==> src/rtl/shift_arb_ctrl.sv <==
// Two-requester serial shifter: round-robin grant, WIDTH-bit full-duplex frame,
// captured receive word presented on rx_data at end of frame.
module shift_arb_ctrl #(
  parameter int WIDTH = 8
) (
  input  logic             clk,
  input  logic             rst,
  input  logic             req_a,
  input  logic             req_b,
  input  logic             dir_a,
  input  logic             dir_b,
  input  logic [WIDTH-1:0] data_a,
  input  logic [WIDTH-1:0] data_b,
  input  logic             sin,
  output logic             sout,
  output logic             frame_en,
  output logic             grant_a,
  output logic             grant_b,
  output logic             busy,
  output logic             done,
  output logic [WIDTH-1:0] rx_data
);

  typedef enum logic [1:0] {IDLE, LOAD, SHIFT, DONE} state_t;
  localparam int CW = $clog2(WIDTH + 1);

  state_t           state;
  logic [WIDTH-1:0] shreg;
  logic [CW-1:0]    cnt;
  logic             dir_r;
  logic             last_b;
  logic             pick_a;

  // A wins when alone, or on a tie when B was the last one served
  assign pick_a = req_a & (~req_b | last_b);
  assign busy   = (state != IDLE);

  always_ff @(posedge clk or posedge rst) begin
    if (rst) begin
      state    <= IDLE;
      shreg    <= '0;
      cnt      <= '0;
      dir_r    <= 1'b0;
      last_b   <= 1'b1;
      sout     <= 1'b0;
      frame_en <= 1'b0;
      grant_a  <= 1'b0;
      grant_b  <= 1'b0;
      done     <= 1'b0;
      rx_data  <= '0;
    end else begin
      grant_a <= 1'b0;
      grant_b <= 1'b0;
      done    <= 1'b0;
      case (state)
        IDLE: begin
          if (req_a | req_b) begin
            grant_a <= pick_a;
            grant_b <= ~pick_a;
            shreg   <= pick_a ? data_a : data_b;
            dir_r   <= pick_a ? dir_a : dir_b;
            last_b  <= ~pick_a;
            state   <= LOAD;
          end
        end
        LOAD: begin
          cnt   <= '0;
          state <= SHIFT;
        end
        SHIFT: begin
          frame_en <= 1'b1;
          if (dir_r) begin
            sout  <= shreg[WIDTH-1];
            shreg <= {shreg[WIDTH-2:0], sin};
          end else begin
            sout  <= shreg[0];
            shreg <= {sin, shreg[WIDTH-1:1]};
          end
          cnt <= cnt + CW'(1);
          if (cnt == CW'(WIDTH - 1)) state <= DONE;
        end
        DONE: begin
          sout     <= 1'b0;
          frame_en <= 1'b0;
          done     <= 1'b1;
          rx_data  <= shreg;
          state    <= IDLE;
        end
        default: state <= IDLE;
      endcase
    end
  end

endmodule
==> config.mk <==
export PLATFORM = sky130hd
export DESIGN_NAME = shift_arb_ctrl
export DESIGN_NICKNAME = d
export VERILOG_FILES = /design/src/rtl/shift_arb_ctrl.sv
export SDC_FILE = /design/constraint.sdc
export NUM_CORES = 1
export LEC_CHECK = 0
export CAP_MARGIN = 20
export CORE_AREA = 2 2 74 76
export CTS_BUF_LIST = sky130_fd_sc_hd__clkbuf_4 sky130_fd_sc_hd__clkbuf_8
export DETAILED_ROUTE_END_ITERATION = 6
export DIE_AREA = 0 0 76 78
export DONT_BUFFER_PORTS = 1
export GPL_ROUTABILITY_DRIVEN = 0
export GPL_TIMING_DRIVEN = 0
export PLACE_DENSITY = 0.46
export SLEW_MARGIN = 15
export SYNTH_ARGS = -nofsm -noshare
export SYNTH_HDL_FRONTEND = slang
export SYNTH_SLANG_ARGS = --single-unit
==> constraint.sdc <==
create_clock -name clk -period 1.5 [get_ports clk]
set_input_delay 0.3 -clock clk [delete_from_list [all_inputs] [get_ports clk]]
set_output_delay 0.3 -clock clk [all_outputs]
set_load 0.01 [all_outputs]
# Yosys cells after proc, flatten, opt, wreduce, memory -nomap -nowiden
# Index checks and enable logic that the tools add are counted.
totals:
  regBits: 29
  input_bits: 23
  output_inout_bits: 14
  wordCells: 48
op_classes:
  add_sub_neg: 1
  eq_ne: 6
  muxes: 17
  bitwise: 5
  n_reduce_logical: 8
ops:
  columns: ["cell", "n"]
  rows:
  - ["two-way mux 8 bit", 3]
  - ["one-hot mux 8 bit (2 select lines)", 1]
  - ["one-hot mux 2 bit (4 select lines)", 1]
  - ["one-hot mux 4 bit (2 select lines)", 1]
  - ["nonzero test 2 bit", 4]
  - ["two-way mux 1 bit", 7]
  - ["AND reduction 2 bit", 3]
  - ["adder 4 x 1 -> 4 bit (second input constant)", 1]
  - ["== test 2 bit (second input constant)", 2]
  - ["== test 4 x 3 -> 1 bit (second input constant)", 1]
  - ["two-way mux 2 bit", 2]
  - ["inequality test 2 bit (second input constant)", 2]
  - ["one-hot mux 1 bit (2 select lines)", 2]
  - ["== test 2 x 1 -> 1 bit (second input constant)", 1]
  - ["zero test 2 bit", 1]
  - ["inverter 1 bit", 2]
  - ["OR 1 bit", 2]
  - ["AND 1 bit", 1]

# Logic depth before layout (Yosys ltp)
depth:
  ltp_word: 6
  depth_mapped: 7
  ltp_nobuf: 6

# Worst setup path before layout
# No wires, ideal clock.
synth_path:
  path_type: "register to register"
  from: "register state[0]"
  to: "register shreg[6]"
  setup_time_ns: 0.122
  arrival_time_ns: 1.187
  t_required_ns: 1.378
  setup_slack_ns: 0.191
  path_stages_with_launch: 8
  n_path_buf: 2
  synth_period_minus_slack_ns: 1.309
  path_cell_list: "dfrtp_1 > inv_1 > ha_1 > buf_6 > buf_6 > a31o_1 > a21oi_1 > o21ai_1"
synth_via:
  elab_chain_cells: 3
  elab_cells_between_ends: 6
  cone_classes: "2 x eq/ne; 1 x mux; 3 x reduce/logical"
synth_lines:
  columns: ["element", "line", "rtl"]
  rows:
  - ["from (decl)", "27", "state_t state;"]
  - ["from (signal assigned)", "40", "state <= IDLE;"]
  - ["from (signal assigned)", "63", "state <= LOAD;"]
  - ["from (signal assigned)", "68", "state <= SHIFT;"]
  - ["== test 2 bit / zero test 2 bit (equally long branches)", "55", "case (state)"]
  - ["nonzero test 2 bit (no source line) / inequality test 2 bit (equally long branches)", null, null]
  - ["AND reduction 2 bit (no source line)", null, null]
  - ["to (signal assigned)", "60", "shreg <= pick_a ? data_a : data_b;"]
  - ["to (signal assigned)", "74", "shreg <= {shreg[WIDTH-2:0], sin};"]
  - ["to (signal assigned)", "77", "shreg <= {sin, shreg[WIDTH-1:1]};"]
  - ["to (decl)", "28", "logic [WIDTH-1:0] shreg;"]
# Parallel ways exist; a longest one is shown, timed or not.
# A chain may end at the register's enable or synchronous reset.

# Final worst setup path
layout_path:
  from: "register state[1]"
  to: "output busy"
layout_via:
  elab_chain_cells: 1
layout_lines:
  columns: ["element", "line", "rtl"]
  rows:
  - ["nonzero test 2 bit", "36", "assign busy = (state != IDLE);"]
  - ["to (decl)", "19", "output logic busy,"]
# Every way passes these cells.

==> results.md <==
### Die
• **height of the die** 78 um
• **Top-Level Pins** 37
• **Die Width** 76 um
• **overall die area** 5930 um^2
• **placeable core area** 5040 um^2
• **Cell Rows** 26
• **initial core utilization** 0.296

### Clock tree
• **Reg clk slew, reported paths** 60 ps
• **number of levels in the clock H-tree** 2
• **clock tree from TritonCTS** built
• **later-pin clock latency in the skew report** 270 ps
• **Max clock buf depth** 2
• **number of sinks on the clock net** 29
• **number of clock buffers inserted by TritonCTS** 5
• **root buffer cell** clkbuf_8

### Finish
• **leading cell types in the layout, fill and taps excluded** dfrtp_1 (28), o21ai_1 (18), mux2_2 (16), nand2_1 (13)
• **Diodes inserted** 0
• **area grow syn2layout** 20.1%
• **register cell area after layout** 727 um^2
• **share of post-route cells with drive strength above 1** 0.331
• **commonest non-fill, non-tap cell in the layout** dfrtp_1
• **fill cell total of the finished layout** 523
• **final core occ** 0.356
• **Final Net Count** 184
• **multi-input gate area in the final layout** 709 um^2

### Global route
• **largest net degree at the start of global routing** 20
• **wire length of the first global-routing pass** 5.69 mm
• **vias in the first global route** 1,152
• **Tot GR Track Use** 0.124
• **number of antenna violations at the first check in global routing** 0
• **overall overflow remaining after global route** 0

### STA
• **max-slew violation count** 0
• **final critical path time including I/O delays and setup** 1430 ps
• **Slew headroom** 0.670
• **measured slew at the worst slew-check pin** 494 ps
• **Fmax** 0.701 GHz
• **final clock skew** 2.83 ps
• **share of the clock period used by the worst path after layout** 0.951
• **tightest hold margin** 136 ps
• **final-report setup violation count** 0
• **Final Hold Violating Endpoints** 0

### Placement
• **count of buffers from port buffering** 0
• **post-detailed-placement half-perimeter wirelength** 2.58 mm

### Synthesis
• **post-synthesis instance area** 1490 um^2
• **post-synth top area cell** dfrtp_1
• **count of warnings emitted by yosys** 0
• **number of different library cells in the post-synthesis netlist** 27
• **mean instance size in the synthesized netlist** 10.5 um^2
• **flops & latches, synth** 29
• **cells after synthesis** 142
• **sequential area share after synthesis** 0.487
• **Synthesized Nets** 169
• **top post-synthesis cells by area** dfrtp_1 (47%), mux2_2 (12%), o21ai_1 (5.7%)
• **share of the synthesized area in the top cell type** 0.469

### Worst setup path
• **R2R depth** 8
• **kind of capture point of the worst setup path** primary output
• **crit path max fanout** 8
• **slowest stage delay, CP** 400 ps
• **element type at the critical path start** register
• **critical path start-end classification** register to primary output
• **Critical Path Slowest Stage Cell** dfrtp_1
• **data arrival time at the worst-slack endpoint** 1130 ps
• **Crit path required time** 1200 ps
• **worst path cell trace** inv_1, ha_1, buf_6, inv_2

### Hold path
• **cell depth of the worst min-delay path** 2
• **worst hold-check path type** input port to register

### Power and ir drop
• **leakage power summed over all cells** 0.000756 uW
• **VDD IR-drop max** 989 uV
• **areal power density over the cells** 2310 nW/um^2
• **Design Power** 4150 uW

### Drt
• **number of optimization iterations in the first detailed-route pass** 4
• **DRC violation count after routing** 0
• **final routed wire length divided by cell count** 15.4 um
• **Vias** 1,087
• **final wirelength** 3.50 mm
• **Avg Vias per Cell** 4.79
• **number of violations reported at the end of detailed-routing iteration 0** 37
• **antenna violation net count after detailed routing** 0

### Status
• **run status** complete, no violations

### Run
• **number of violations of the max-capacitance limit** 0

worst paths after layout:
path                                       from              endpoint  slack [ps]
setup / recovery           state[1]$_DFFE_PP0P_                  busy          70
hold / removal                            req_b     grant_b$_DFF_PP0_         140
setup reg to reg           state[0]$_DFFE_PP0P_  shreg[4]$_DFFE_PP0P_          80
hold reg to reg              cnt[0]$_DFFE_PP0P_    cnt[0]$_DFFE_PP0P_         500
max in group asynchronous                   rst     dir_r$_DFFE_PP0P_         540
min in group asynchronous                   rst        done$_DFF_PP0_         500
repair_timing:
item | 4_1_cts | 5_1_grt
buffers inserted | 0 | 4
resized for setup | 5 | 9
hold buffers | 1 | 0
pin swaps | 0 | 1
endpoints found under the hold margin | 9 | 0
gates cloned | 0 | 2
endpoints found under the setup margin | 9 | 12
Yosys cell counts:
master,count
dfrtp_1,28
o21ai_1,17
mux2_2,16
nand2_1,13
a21oi_1,9
a31o_1,8
inv_1,7
nor2_1,6
o21ai_0,5
buf_2,4
ha_1,4
a21oi_2,3
buf_6,3
mux2i_1,3
nand3_1,3
nor2_2,2
a211oi_1,1
a21o_1,1
a22oi_1,1
a31oi_1,1
buf_4,1
dfstp_2,1
nand2_4,1
nand2b_1,1
nand3b_1,1
nor3b_1,1
o22ai_1,1
where the power goes:
part           total [uW]  switching, uW  internal, uW  leakage (uW)
registers            1500            349          1150      0.000360
logic                1990           1010           983      0.000348
clock network         656            275           381     0.0000477
total                4150           1630          2520      0.000756
critical path: cells and delay by family, from the launching register on:
kind                       cells  cell delay, ps
adders and majority gates      1             160
buffers and inverters          3             300
DFF                            1             400
metrics by stage:
step,TNS [ps],cell area [um^2],worst slack (ps),std cells
after global placement,0,1580,17.3,212
after CTS,0,1720,23.1,221
after global routing,-2.05,1790,-2.05,227
final,0,1790,73.0,227
after detailed placement,-41.8,1610,-26.7,213
after floorplan,0,1490,191,142
area by class of cell:
class | count | area share
Inverter | 7 | 0.0167
Tap cell | 70 | 0.0488
Buffer | 8 | 0.0377
Sequential cell | 29 | 0.405
Multi-Input combinational cell | 98 | 0.396
Clock buffer | 7 | 0.0502
Timing Repair Buffer | 7 | 0.0426
Timing Repair inverter | 1 | 0.00279
flip-flops by register name, indices dropped and copies added (netlist names):
name and flops:
cnt 4, dir_r 1, done 1, frame_en 1, grant_a 1, grant_b 1
last_b 1, rx_data 8, shreg 8, sout 1, state 2
cells by family after synthesis:
kind of cell | count (synthesis) | synth area share
and+or+nand+nor | 28 | 0.0880
DFF | 29 | 0.487
buffers and inverters | 15 | 0.0587
muxes | 19 | 0.141
adders and majority gates | 4 | 0.0335
AOI/OAI and AO/OA | 47 | 0.192
metal layers:
metal	vias up	share of wire	wire, um	GRT usage
met5	-	0	0	0
met4	0	0.015	51	0.0436
met3	4	0.060	211	0.0419
met2	31	0.46	1620	0.202
met1	516	0.46	1620	0.155
li1	536	-	-	-
Note: power is estimated with default switching activity, not from simulation.
